[src/rtl/add_pipe_pkg.sv]
// add_pipe_pkg: shared encodings and parameter helpers for add_pipe_nbit.
// Rev 1.0
`default_nettype none

package add_pipe_pkg;

  localparam logic OP_ADD = 1'b0;
  localparam logic OP_SUB = 1'b1;

  function automatic int chunk_of(input int width, input int stages);
    return (stages > 0) ? (width / stages) : width;
  endfunction

  function automatic bit params_legal(input int width, input int stages);
    return (stages >= 1) && (stages <= width) && ((width % stages) == 0);
  endfunction

endpackage

`default_nettype wire

[src/rtl/add_pipe_nbit_if.sv]
// add_pipe_nbit_if: operand/result stream bundle for add_pipe_nbit.
// Rev 1.0  (ovf present only with ADD_PIPE_OVF_EN)
`default_nettype none

interface add_pipe_nbit_if #(
  parameter int WIDTH = 16
) ();

  logic             in_valid;
  logic             in_ready;
  logic [WIDTH-1:0] a;
  logic [WIDTH-1:0] b;
  logic             cin;
  logic             op;
  logic             out_valid;
  logic             out_ready;
  logic [WIDTH-1:0] sum;
  logic             cout;
`ifdef ADD_PIPE_OVF_EN
  logic             ovf;
`endif

  modport master (
    output in_valid, a, b, cin, op, out_ready,
    input  in_ready, out_valid, sum, cout
`ifdef ADD_PIPE_OVF_EN
    , input ovf
`endif
  );

  modport slave (
    input  in_valid, a, b, cin, op, out_ready,
    output in_ready, out_valid, sum, cout
`ifdef ADD_PIPE_OVF_EN
    , output ovf
`endif
  );

endinterface

`default_nettype wire

[src/rtl/add_pipe_stage.sv]
// add_pipe_stage: one CHUNK-wide adder slice with its own valid/ready register.
// Rev 1.0  (ovf_out present only with ADD_PIPE_OVF_EN)
`default_nettype none

module add_pipe_stage #(
  parameter int WIDTH = 16,
  parameter int CHUNK = 4
) (
  input  logic             clk,
  input  logic             rst_n,
  input  logic             up_valid,
  output logic             up_ready,
  input  logic [WIDTH-1:0] a_in,
  input  logic [WIDTH-1:0] b_in,
  input  logic             c_in,
  input  logic [WIDTH-1:0] s_in,
  output logic             dn_valid,
  input  logic             dn_ready,
  output logic [WIDTH-1:0] a_out,
  output logic [WIDTH-1:0] b_out,
  output logic             c_out,
  output logic [WIDTH-1:0] s_out
`ifdef ADD_PIPE_OVF_EN
  , output logic           ovf_out
`endif
);

  logic             r_valid;
  logic [WIDTH-1:0] r_a;
  logic [WIDTH-1:0] r_b;
  logic             r_c;
  logic [WIDTH-1:0] r_s;
  logic [CHUNK:0]   w_full;
  logic [WIDTH-1:0] w_res_ext;
  logic             w_load;

  // Operands stay right-aligned: each slice consumes the low chunk and shifts
  // the rest down; the result is shifted in from the top so the last stage
  // holds the fully assembled sum.
  assign w_full    = {1'b0, a_in[CHUNK-1:0]} + {1'b0, b_in[CHUNK-1:0]}
                   + {{CHUNK{1'b0}}, c_in};
  assign w_res_ext = WIDTH'(w_full[CHUNK-1:0]);

  assign up_ready = !r_valid || dn_ready;
  assign w_load   = up_valid && up_ready;

`ifdef ADD_PIPE_OVF_EN
  logic r_ovf;
  logic w_ovf;
  // Same-sign operands producing an opposite-sign chunk MSB.
  assign w_ovf   = (a_in[CHUNK-1] ~^ b_in[CHUNK-1]) & (w_full[CHUNK-1] ^ a_in[CHUNK-1]);
  assign ovf_out = r_ovf;

  always_ff @(posedge clk or negedge rst_n) begin
    if (!rst_n) begin
      r_ovf <= 1'b0;
    end else if (w_load) begin
      r_ovf <= w_ovf;
    end
  end
`endif

  always_ff @(posedge clk or negedge rst_n) begin
    if (!rst_n) begin
      r_valid <= 1'b0;
      r_a     <= '0;
      r_b     <= '0;
      r_c     <= 1'b0;
      r_s     <= '0;
    end else begin
      if (up_ready) begin
        r_valid <= up_valid;
      end
      if (w_load) begin
        r_a <= a_in >> CHUNK;
        r_b <= b_in >> CHUNK;
        r_c <= w_full[CHUNK];
        r_s <= (s_in >> CHUNK) | (w_res_ext << (WIDTH - CHUNK));
      end
    end
  end

  assign dn_valid = r_valid;
  assign a_out    = r_a;
  assign b_out    = r_b;
  assign c_out    = r_c;
  assign s_out    = r_s;

endmodule

`default_nettype wire

[src/rtl/add_pipe_nbit.sv]
// add_pipe_nbit: pipelined WIDTH-bit adder/subtractor, STAGES carry-registered slices.
// Rev 1.0  (optional signed-overflow output: ADD_PIPE_OVF_EN)
`default_nettype none

module add_pipe_nbit
  import add_pipe_pkg::*;
#(
  parameter int WIDTH  = 16,
  parameter int STAGES = 4
) (
  input  logic          clk,
  input  logic          rst_n,
  add_pipe_nbit_if.slave bus
);

  localparam int CHUNK = chunk_of(WIDTH, STAGES);

  if (!params_legal(WIDTH, STAGES)) begin : g_param_check
    $error("add_pipe_nbit: WIDTH must be a positive multiple of STAGES");
  end

  logic [STAGES:0]  w_valid;
  logic [STAGES:0]  w_ready;
  logic [STAGES:0]  w_c;
  logic [WIDTH-1:0] w_a [STAGES+1];
  logic [WIDTH-1:0] w_b [STAGES+1];
  logic [WIDTH-1:0] w_s [STAGES+1];
`ifdef ADD_PIPE_OVF_EN
  logic [STAGES-1:0] w_ovf;
`endif

  // Subtraction folds into stage 0 as a + ~b + 1.
  assign w_valid[0] = bus.in_valid;
  assign w_a[0]     = bus.a;
  assign w_b[0]     = (bus.op == OP_SUB) ? ~bus.b : bus.b;
  assign w_c[0]     = (bus.op == OP_SUB) ? 1'b1 : bus.cin;
  assign w_s[0]     = '0;
  assign bus.in_ready = w_ready[0];

  for (genvar k = 0; k < STAGES; k++) begin : g_stage
    add_pipe_stage #(
      .WIDTH (WIDTH),
      .CHUNK (CHUNK)
    ) u_stage (
      .clk      (clk),
      .rst_n    (rst_n),
      .up_valid (w_valid[k]),
      .up_ready (w_ready[k]),
      .a_in     (w_a[k]),
      .b_in     (w_b[k]),
      .c_in     (w_c[k]),
      .s_in     (w_s[k]),
      .dn_valid (w_valid[k+1]),
      .dn_ready (w_ready[k+1]),
      .a_out    (w_a[k+1]),
      .b_out    (w_b[k+1]),
      .c_out    (w_c[k+1]),
      .s_out    (w_s[k+1])
`ifdef ADD_PIPE_OVF_EN
      , .ovf_out (w_ovf[k])
`endif
    );
  end

  assign w_ready[STAGES] = bus.out_ready;
  assign bus.out_valid   = w_valid[STAGES];
  assign bus.sum         = w_s[STAGES];
  assign bus.cout        = w_c[STAGES];

  // Operands are fully consumed by the last slice; only its overflow matters.
  logic unused_tail;
`ifdef ADD_PIPE_OVF_EN
  assign bus.ovf   = w_ovf[STAGES-1];
  assign unused_tail = ^{w_a[STAGES], w_b[STAGES], w_ovf};
`else
  assign unused_tail = ^{w_a[STAGES], w_b[STAGES]};
`endif

endmodule

`default_nettype wire

[src/flat_wrapper.sv]
// flat-port wrapper written by rule: the top's interface ports become plain ports
module add_pipe_nbit_flat import add_pipe_pkg::*;
#(
  parameter int WIDTH  = 16,
  parameter int STAGES = 4
)
  (clk, rst_n, bus_in_valid, bus_a, bus_b, bus_cin, bus_op, bus_out_ready, bus_in_ready, bus_out_valid, bus_sum, bus_cout);
  add_pipe_nbit_if #(.WIDTH(WIDTH)) bus_i ();
  input  logic clk;
  input  logic rst_n;
  input wire logic [$bits(bus_i.in_valid)-1:0] bus_in_valid;
  input wire logic [$bits(bus_i.a)-1:0] bus_a;
  input wire logic [$bits(bus_i.b)-1:0] bus_b;
  input wire logic [$bits(bus_i.cin)-1:0] bus_cin;
  input wire logic [$bits(bus_i.op)-1:0] bus_op;
  input wire logic [$bits(bus_i.out_ready)-1:0] bus_out_ready;
  output wire logic [$bits(bus_i.in_ready)-1:0] bus_in_ready;
  output wire logic [$bits(bus_i.out_valid)-1:0] bus_out_valid;
  output wire logic [$bits(bus_i.sum)-1:0] bus_sum;
  output wire logic [$bits(bus_i.cout)-1:0] bus_cout;
  assign bus_i.in_valid = bus_in_valid;
  assign bus_i.a = bus_a;
  assign bus_i.b = bus_b;
  assign bus_i.cin = bus_cin;
  assign bus_i.op = bus_op;
  assign bus_i.out_ready = bus_out_ready;
  assign bus_in_ready = bus_i.in_ready;
  assign bus_out_valid = bus_i.out_valid;
  assign bus_sum = bus_i.sum;
  assign bus_cout = bus_i.cout;
  add_pipe_nbit #(.WIDTH(WIDTH), .STAGES(STAGES)) u_core (.clk(clk), .rst_n(rst_n), .bus(bus_i));
endmodule
[config.mk]
export PLATFORM = sky130hd
export DESIGN_NAME = add_pipe_nbit_flat
export DESIGN_NICKNAME = d
export VERILOG_FILES = /design/src/rtl/add_pipe_pkg.sv /design/src/rtl/add_pipe_nbit_if.sv /design/src/rtl/add_pipe_stage.sv /design/src/rtl/add_pipe_nbit.sv /design/src/flat_wrapper.sv
export SDC_FILE = /design/constraint.sdc
export NUM_CORES = 1
export LEC_CHECK = 0
export CAP_MARGIN = 0
export CORE_UTILIZATION = 44
export DETAILED_ROUTE_END_ITERATION = 16
export PLACE_DENSITY_LB_ADDON = 0.05
export SYNTH_ARGS = -nofsm -noshare
export SYNTH_HDL_FRONTEND = slang
export SYNTH_SLANG_ARGS = --single-unit
[constraint.sdc]
create_clock -name clk -period 1.67 [get_ports clk]
set_input_delay 0.2505 -clock clk [delete_from_list [all_inputs] [get_ports clk]]
set_output_delay 0.2505 -clock clk [all_outputs]
set_load 0.05 [all_outputs]
==> Yosys cells after proc, flatten, opt, wreduce, memory -nomap -nowiden <==
Index checks and enable logic that the tools add are counted.
{ "word_totals": {"ff_bits": 108, "in_bits": 38, "out_inout_bits": 19} }
{ "op_classes": {"n_addsub": 8, "mux": 2, "bitwise_logic": 4, "reduce_logical": 12} }
{ "ops": {"columns": ["operator", "n"], "rows": [
  ["$or 12x16->16", 3],
  ["$add 4x4->5", 4],
  ["$add 5x1->5", 4],
  ["$mux 16", 1],
  ["$not 16->16", 1],
  ["$logic_and 1x1->1", 4],
  ["$logic_not 1->1", 4],
  ["$logic_or 1x1->1", 4],
  ["$mux 1", 1]
]} }

==> Longest topological paths before layout <==
Gate-level depths: netlist of the first run.
{ "depth": {"ltp_word": 6, "depth_mapped": 10, "ltp_nobuf": 8} }

==> Hierarchy <==
A second synthesis of the first run with hierarchy kept.
{ "unflattened": {"cells_unflattened": 484, "area_unflattened_um2": 7918.8} }
{ "by_module_without_submodules": {"columns": ["module", "instances", "cells_per_inst", "area_per_inst_um2", "seq_area_each_um2"], "rows": [
  ["add_pipe_stage", 4, 116, 1934.4, 1051.0],
  ["add_pipe_nbit", 1, 20, 181.4, 0.0]
]} }

==> Least setup slack after synthesis of the first run <==
No wires, ideal clock.
{ "synth_path": {"path_kind": "input to register", "startpoint": "input bus_op", "endpoint": "register u_core.g_stage[0].u_stage.r_c", "arrival_time_ns": 1.914, "t_required_ns": 1.546, "setup_slack_ns": -0.369, "path_stages": 10, "path_cell_list": "buf_2 > buf_2 > or2_2 > fa_1 > inv_1 > fa_1 > nor2b_1 > o21a_1 > nor3_1 > a21oi_1"} }
{ "synth_between": {"elab_chain_cells": 3, "word_cells_on_any_way": 4, "classes_between": "add/sub: 2; mux: 2"} }
{ "synth_lines": {"columns": ["element", "line", "rtl"], "rows": [
  ["start, declared", "flat_wrapper.sv:15", "input wire logic [$bits(bus_i.op)-1:0] bus_op;"],
  ["$mux 16", "add_pipe_nbit.sv:35", "assign w_b[0] = (bus.op == OP_SUB) ? ~bus.b : bus.b;"],
  ["$add 4x4->5", "add_pipe_stage.sv:40", "assign w_full = {1'b0, a_in[CHUNK-1:0]} + {1'b0, b_in[CHUNK-1:0]}"],
  ["$add 5x1->5 (*)", "add_pipe_stage.sv:41", "+ {{CHUNK{1'b0}}, c_in};"],
  ["end signal, assigned", "add_pipe_stage.sv:77", "r_c <= w_full[CHUNK];"],
  ["end, declared", "add_pipe_stage.sv:31", "logic r_c;"]
]} }
Mark *: on every way between the ends. The rest lies on a longest branch, timed or not.
A chain may end at the register's enable or synchronous reset.

==> Worst setup path after layout of the first run <==
{ "layout_path": {"startpoint": "register u_core.g_stage[1].u_stage.r_a[0]", "endpoint": "register u_core.g_stage[2].u_stage.r_s[13]"} }
{ "layout_between": {"elab_chain_cells": 3} }
{ "layout_lines": {"columns": ["element", "line", "rtl"], "rows": [
  ["start, declared", "add_pipe_stage.sv:29", "logic [WIDTH-1:0] r_a;"],
  ["start signal, assigned", "add_pipe_stage.sv:75", "r_a <= a_in >> CHUNK;"],
  ["$add 4x4->5", "add_pipe_stage.sv:40", null],
  ["$add 5x1->5", "add_pipe_stage.sv:41", null],
  ["net u_core.g_stage[2].u_stage.w_full[1]", "add_pipe_stage.sv:33", "logic [CHUNK:0] w_full;"],
  ["$or 12x16->16", "add_pipe_stage.sv:78", "r_s <= (s_in >> CHUNK) | (w_res_ext << (WIDTH - CHUNK));"],
  ["end signal, assigned", "add_pipe_stage.sv:78", null],
  ["end, declared", "add_pipe_stage.sv:32", "logic [WIDTH-1:0] r_s;"]
]} }
The timed path passes the listed nets, and every way through them passes these cells.

==> impl_results.md, run 1 <==
- Outcome: completed
- Final WL: 7.34 mm
- Tmin final: 1660 ps
- # diodes: 0
- Initial antenna violation count: 0
- Latest clock arrival within the worst-skew pair: 360 ps
- First-pass GRT wire length: 12.4 mm
- Clk sinks: 96
- Die height: 100 um
- CTS tree: built
- Die area: 10000 um2
- # IOs: 57
- Number of synthesized register bits: 96
- Final hold violation count: 0
- Worst Path Required: 1930 ps
- TritonCTS Buffers: 9
- Slew @ Worst Pin: 454 ps
- Remaining design rule violation count: 0
- Max_slew headroom: 69.7%
- Final Max Slew Viols: 0
- Critical Path Fanout Max: 2
- DPL Wire Length: 5.25 mm
- Syn Inst Count: 325
- CP max stage cell: fa_2
- Wire per inst: 13.6 um
- H-tree depth: 3
- Setup violations, final: 0
- Post-synth top area share: 56.7%
- Core box area: 9280 um2
- Syn avg cell area: 13.0 um2
- Final hold slack: 379 ps
- Critical Path Max Stage Delay: 410 ps
- Peak supply drop: 0.607 mV
- PD cells: 1530 nW/um2
- Die width: 100 um
- Post-synthesis sequential area ratio: 56.7%
- CP Capture Type: flop
- Yosys warnings: 0
- Worst-case clock buffer depth: 2
- Post-Syn Area: 4240 um2
- Period utilisation layout: 99.4%
- Row count: 35
- RSZ-0062 raised after global routing: yes
- HP Class: in -> async
- Lkg Pwr: 2.43 nW
- Via count: 2559
- Max Cap Viol: 0
- GR Overflow Total: 0
- Initial Util: 45.7%
- Leading area contributor after synthesis: dfrtp_1
- DRT Pass-1 Iters: 4
- Crit start category: flop
- Initial DRC count: 77
- Sum of negative setup slack: 0 ps
- Vias in the first global route: 2569
- Antenna Nets Post-Route: 0
- Share of cells above drive strength 1: 34.2%
- Worst path cell trace: inv_2 -> fa_2 -> inv_2 -> fa_2 -> mux2_2
- Vias per cell: 4.73
- Total GRT Usage: 16.5%
- I/O Buffers: 56
- Syn_nets: 383
- Fmax: 602 MHz
- CP Data Arrival Time: 1920 ps
- Layout area overhead: 26.6%
- CTS root buffer: clkbuf_8
- Worst-path clk slew: 90 ps
- Final RePlAce weighted congestion: 0.740
- Critical path class: reg -> reg
- Largest net degree at the start of global routing: 42
- Layout Nets: 465
- Clock skew: 5.84 ps
- Worst reg2reg path depth: 5
- Netlist cell types: 29
- Largest cells by area after synthesis: dfrtp_1 57%, mux2_2 15%, fa_1 3.8%
critical path: cells and delay by family (launching register included):
| family | cells | cell delay, ps |
|---|---|---|
| adder cells (fa/ha/maj) | 2 | 800 |
| flip-flops | 1 | 380 |
| multiplexers | 1 | 260 |
| buffers and inverters | 2 | 110 |
layout make-up:
cell class,count,area (um2)
Fill cell,852,3920
Clock inverter,5,56.3
Multi-Input combinational cell,196,1750
Tap cell,129,161
Clock buffer,11,141
Inverter,20,75.1
Sequential cell,96,2400
Timing Repair Buffer,84,781
per-layer routing:
| metal | routed length [um] | track usage [%] | vias to the layer above |
|---|---|---|---|
| li1 | - | - | 1253 |
| met1 | 3790 | 23.6 | 1251 |
| met2 | 3170 | 24.1 | 44 |
| met3 | 252 | 3.69 | 11 |
| met4 | 137 | 7.36 | 0 |
| met5 | 0 | 0 | - |
Yosys cell counts:
cell type and instances:
a211oi_1 1, a21boi_0 2, a21o_1 3, a21oi_1 8, buf_2 11, buf_4 1
buf_6 1, dfrtp_1 96, fa_1 8, ha_1 12, inv_1 20, mux2_1 8
mux2_2 55, nand2_1 31, nand2b_1 4, nand3b_1 1, nand4b_2 1, nor2_1 2
nor2b_1 3, nor3_1 1, nor3b_1 2, o21a_1 1, o21ai_0 25, o21ai_1 1
o21ai_4 1, o31ai_1 2, or2_2 2, xnor2_1 11, xor2_1 11
flip-flops by register name, summed over array words and instances (netlist names):
| name | count |
|---|---|
| u_core.g_stage.u_stage.s_out | 40 |
| u_core.g_stage.u_stage.c_out | 4 |
| u_core.g_stage.u_stage.b_out | 24 |
| u_core.g_stage.u_stage.dn_valid | 4 |
| u_core.g_stage.u_stage.a_out | 24 |
cells by family (layout without fill, tap and decap cells):
| kind of cell | after synthesis | in the layout | share of synthesized area, % |
|---|---|---|---|
| AOI/OAI and AO/OA | 44 | 44 | 5.99 |
| xor gates and xnor gates | 22 | 22 | 4.54 |
| adders and majority gates | 20 | 20 | 7.32 |
| buffers and inverters | 33 | 120 | 3.51 |
| DFF | 96 | 96 | 56.7 |
| muxes | 63 | 63 | 16.7 |
| and+or+nand+nor | 47 | 47 | 5.25 |
power breakdown:
| group | switching, mW | internal (mW) | total [mW] | leakage [nW] |
|---|---|---|---|---|
| clock | 0.786 | 0.731 | 1.52 | 0.0993 |
| combinational | 1.69 | 1.48 | 3.17 | 1.19 |
| sequential | 0.420 | 3.11 | 3.54 | 1.14 |
| total | 2.90 | 5.33 | 8.23 | 2.43 |
final timing paths:
path                                               startpoint                                  end  slack (ps)
min reg2reg                u_core.g_stage[0].u_stage.b_out[9]   u_core.g_stage[0].u_stage.b_out[9]         480
min                                                     rst_n  u_core.g_stage[0].u_stage.a_out[10]         380
max reg2reg                u_core.g_stage[1].u_stage.a_out[0]  u_core.g_stage[2].u_stage.s_out[13]          10
max in group asynchronous                               rst_n   u_core.g_stage[3].u_stage.dn_valid         710
max                        u_core.g_stage[1].u_stage.a_out[0]  u_core.g_stage[2].u_stage.s_out[13]          10
min in group clk                                    bus_a[11]   u_core.g_stage[0].u_stage.a_out[7]         470
per-stage QoR:
| step | power, mW | utilization [%] | setup slack (ps) | instances | instance area, um2 |
|---|---|---|---|---|---|
| CTS | 8.25 | 57.4 | -14.5 | 540 | 5330 |
| detailed placement | 6.68 | 54.6 | -487 | 519 | 5070 |
| global route | 8.82 | 57.8 | -53.8 | 541 | 5370 |
| finish | 8.23 | 57.8 | 9.97 | 541 | 5370 |
| floorplan | 5.69 | - | -131 | 325 | 4280 |
| global placement | 6.61 | 54.6 | -470 | 519 | 5070 |
what timing repair did:
item,CTS,global route
hold endpoints to repair,30,0
pin swaps,3,8
resized for setup,10,16
endpoints found under the setup margin,8,9
buffers inserted,4,1
hold buffers,1,0
cells in the final DEF (no fill, tap or decap), types with 3 or more instances in the layout:
cell type	count
nand2b_1	4
ha_1	12
xnor2_1	11
fa_2	8
dfrtp_1	95
nand2_1	31
mux2_1	8
a21oi_2	3
o21ai_1	6
buf_4	41
clkbuf_8	10
a21o_1	3
inv_2	5
inv_1	15
mux2_2	55
o21ai_0	19
a21oi_1	5
clkdlybuf4s50_1	33
xor2_1	10
buf_12	4
No activity file was read; power rests on OpenSTA's default activity.
==> run 2, diff against run 1 <==
--- a/config.mk
+++ b/config.mk
@@ -7,6 +7,7 @@
 export LEC_CHECK = 0
 export CAP_MARGIN = 0
 export CORE_UTILIZATION = 44
+export CTS_BUF_LIST = sky130_fd_sc_hd__clkbuf_16
 export DETAILED_ROUTE_END_ITERATION = 16
 export PLACE_DENSITY_LB_ADDON = 0.05
 export SYNTH_ARGS = -nofsm -noshare
==> impl_results.md, run 2 (synthesized netlist as in run 1, its figures left out) <==
- Slew @ Worst Pin: 457 ps (+2.77 ps)
- Final core occ: 58.4% (+0.61 points)
- PD cells: 1600 nW/um2 (+4.4%)
- Clock skew: 4.99 ps (-0.853 ps)
- Peak supply drop: 0.691 mV (+14%)
- Final WL: 7.31 mm (-0.42%)
- Post-route total power: 8.68 mW (+5.5%)
- CTS root buffer: clkbuf_16
- Crit start category: flop
- Met3 GRT Util: 3.27% (-0.42 points)
- GRT Max-Usage Layer: met2
- Critical Path Max Stage Delay: 400 ps (about the same)
- Vias per cell: 4.74 (+0.14%)
- CP max stage cell: fa_2
- Largest net degree at the start of global routing: 42 (unchanged)
- Most used cell, CP: fa_2
- Worst Path Required: 1930 ps (about the same)
- RSZ-0062 raised after global routing: yes
- Worst R2R End: u_core.g_stage[1].u_stage.c_out
- Most frequent cells in the layout: 95 x dfrtp_1, 55 x mux2_2, 39 x buf_4
- Setup violations, final: 0 (unchanged)
- Final RePlAce weighted congestion: 0.740 (unchanged)
- CP startpoint: u_core.g_stage[0].u_stage.a_out[0]
- Wire per inst: 13.6 um (about the same)
- Core box area: 9280 um2 (unchanged)
- Via count: 2553 (-0.23%)
- Initial DRC count: 77 (unchanged)
- Max_slew headroom: 69.5% (-0.18 points)
- R2r setup slk: 2 ps (about the same)
- Worst reg2reg path depth: 7 (+2)
- CP Capture Point: u_core.g_stage[1].u_stage.c_out
- Total GRT Usage: 16.5% (+0.053 points)
- # IOs: 57 (unchanged)
- CP Data Arrival Time: 1930 ps (about the same)
- Met2 Track Usage GR: 24.1% (+0.053 points)
- H-tree depth: 3 (unchanged)
- Placed Cells: 519 (unchanged)
- Initial Util: 45.7% (unchanged)
- Remaining design rule violation count: 0 (unchanged)
- I/O Buffers: 56 (unchanged)
- DPL Wire Length: 5.25 mm (unchanged)
- Tmin final: 1670 ps (+7.64 ps)
- Final Max Slew Viols: 0 (unchanged)
- Worst-case clock buffer depth: 2 (unchanged)
- Max Cap Viol: 0 (unchanged)
- Commonest non-fill, non-tap cell in the layout: dfrtp_1
- Met1 Use GR: 23.9% (+0.26 points)
- Die area: 10000 um2 (unchanged)
- Critical Path Fanout Max: 2 (unchanged)
- Reg2reg start: u_core.g_stage[0].u_stage.a_out[0]
- Period utilisation layout: 99.9% (+0.46 points)
- Die height: 100 um (unchanged)
- Fmax: 600 MHz (-0.46%)
- Vias in the first global route: 2588 (+0.74%)
- First-pass GRT wire length: 12.5 mm (+0.50%)
- Initial antenna violation count: 0 (unchanged)
- DRT Pass-1 Iters: 4 (unchanged)
- Max reg flops: 40 (unchanged)
- Clk sinks: 96 (unchanged)
- GR Overflow Total: 0 (unchanged)
- Die width: 100 um (unchanged)
- Latest clock arrival within the worst-skew pair: 330 ps (-30 ps)
- Layout Nets: 463 (-0.43%)
- HP Class: in -> async
- CTS tree: built
- Worst-path clk slew: 60 ps (-30 ps)
- Antenna Nets Post-Route: 0 (unchanged)
- CP Capture Type: flop
- Critical path class: reg -> reg
- Layout area overhead: 27.9%
- TritonCTS Buffers: 9 (unchanged)
- Worst path cell trace: inv_2 -> fa_2 -> fa_2 -> o21ai_2 -> a211oi_1 -> buf_4 -> a21oi_1
- Post-Layout Cell Count: 539 (-0.37%)
- Final hold violation count: 0 (unchanged)
- Row count: 35 (unchanged)
- Share of cells above drive strength 1: 33.4% (-0.81 points)
- Outcome: completed
- Lkg Pwr: 2.46 nW (+0.97%)
- # diodes: 0 (unchanged)
run 2: worst min-delay path by stage:
stage               startpoint                             endpoint  slack, ps  depth (start not counted)
global placement         rst_n  u_core.g_stage[3].u_stage.s_out[13]        240                          1
CTS                      rst_n  u_core.g_stage[3].u_stage.s_out[13]        410                          2
floorplan                rst_n   u_core.g_stage[0].u_stage.a_out[0]        -50                          0
global route             rst_n  u_core.g_stage[0].u_stage.a_out[10]        440                          2
finish                   rst_n  u_core.g_stage[0].u_stage.a_out[10]        420                          2
detailed placement       rst_n  u_core.g_stage[3].u_stage.s_out[13]        230                          1
run 2: final cells by class:
type | instances | area, um2
clock buffers | 9 | 225
clock inverters | 7 | 63.8
fillers | 842 | 3860
inverters | 20 | 75.1
multi-input cells | 196 | 1740
flip-flops and latches | 96 | 2400
well taps | 129 | 161
repair buffers | 82 | 758
run 2: worst max-delay path, delay by kind of cell (launching register included):
family	cells	cell delay, ps
adder cells (fa/ha/maj)	2	760
AO/OA/AOI/OAI	3	300
flip-flops	1	350
buffers and inverters	2	190
run 2: layer usage:
metal	vias up	part of all wire [%]
met3	10	3.1
met2	43	43
li1	1253	-
met4	0	1.6
met5	-	0
met1	1247	52
run 2: repair_timing:
| action | CTS | global route |
|---|---|---|
| hold buffers | 1 | 0 |
| gates cloned | 0 | 0 |
| endpoints found under the setup margin | 9 | 8 |
| gates resized for setup | 11 | 13 |
| endpoints found under the hold margin | 30 | 0 |
| buffers inserted | 1 | 2 |
| pin swaps | 2 | 7 |
run 2: stage by stage:
stage / setup TNS [ps] / area [um2] / worst slack (ps) / hold WS (ps)
2_1_floorplan: -212 / 4280 / -131 / -45.1
3_3_place_gp: -7670 / 5070 / -470 / 235
3_5_place_dp: -8550 / 5070 / -487 / 234
4_1_cts: -15.4 / 5390 / -15.4 / 414
5_1_grt: -172 / 5420 / -75.8 / 439
6_report: 0 / 5420 / 2.34 / 415
run 2: power by group:
group          leakage [nW]  internal, mW  switching [mW]
combinational          1.17          1.47            1.69
clock                 0.144          1.15           0.831
sequential             1.14          3.12           0.423
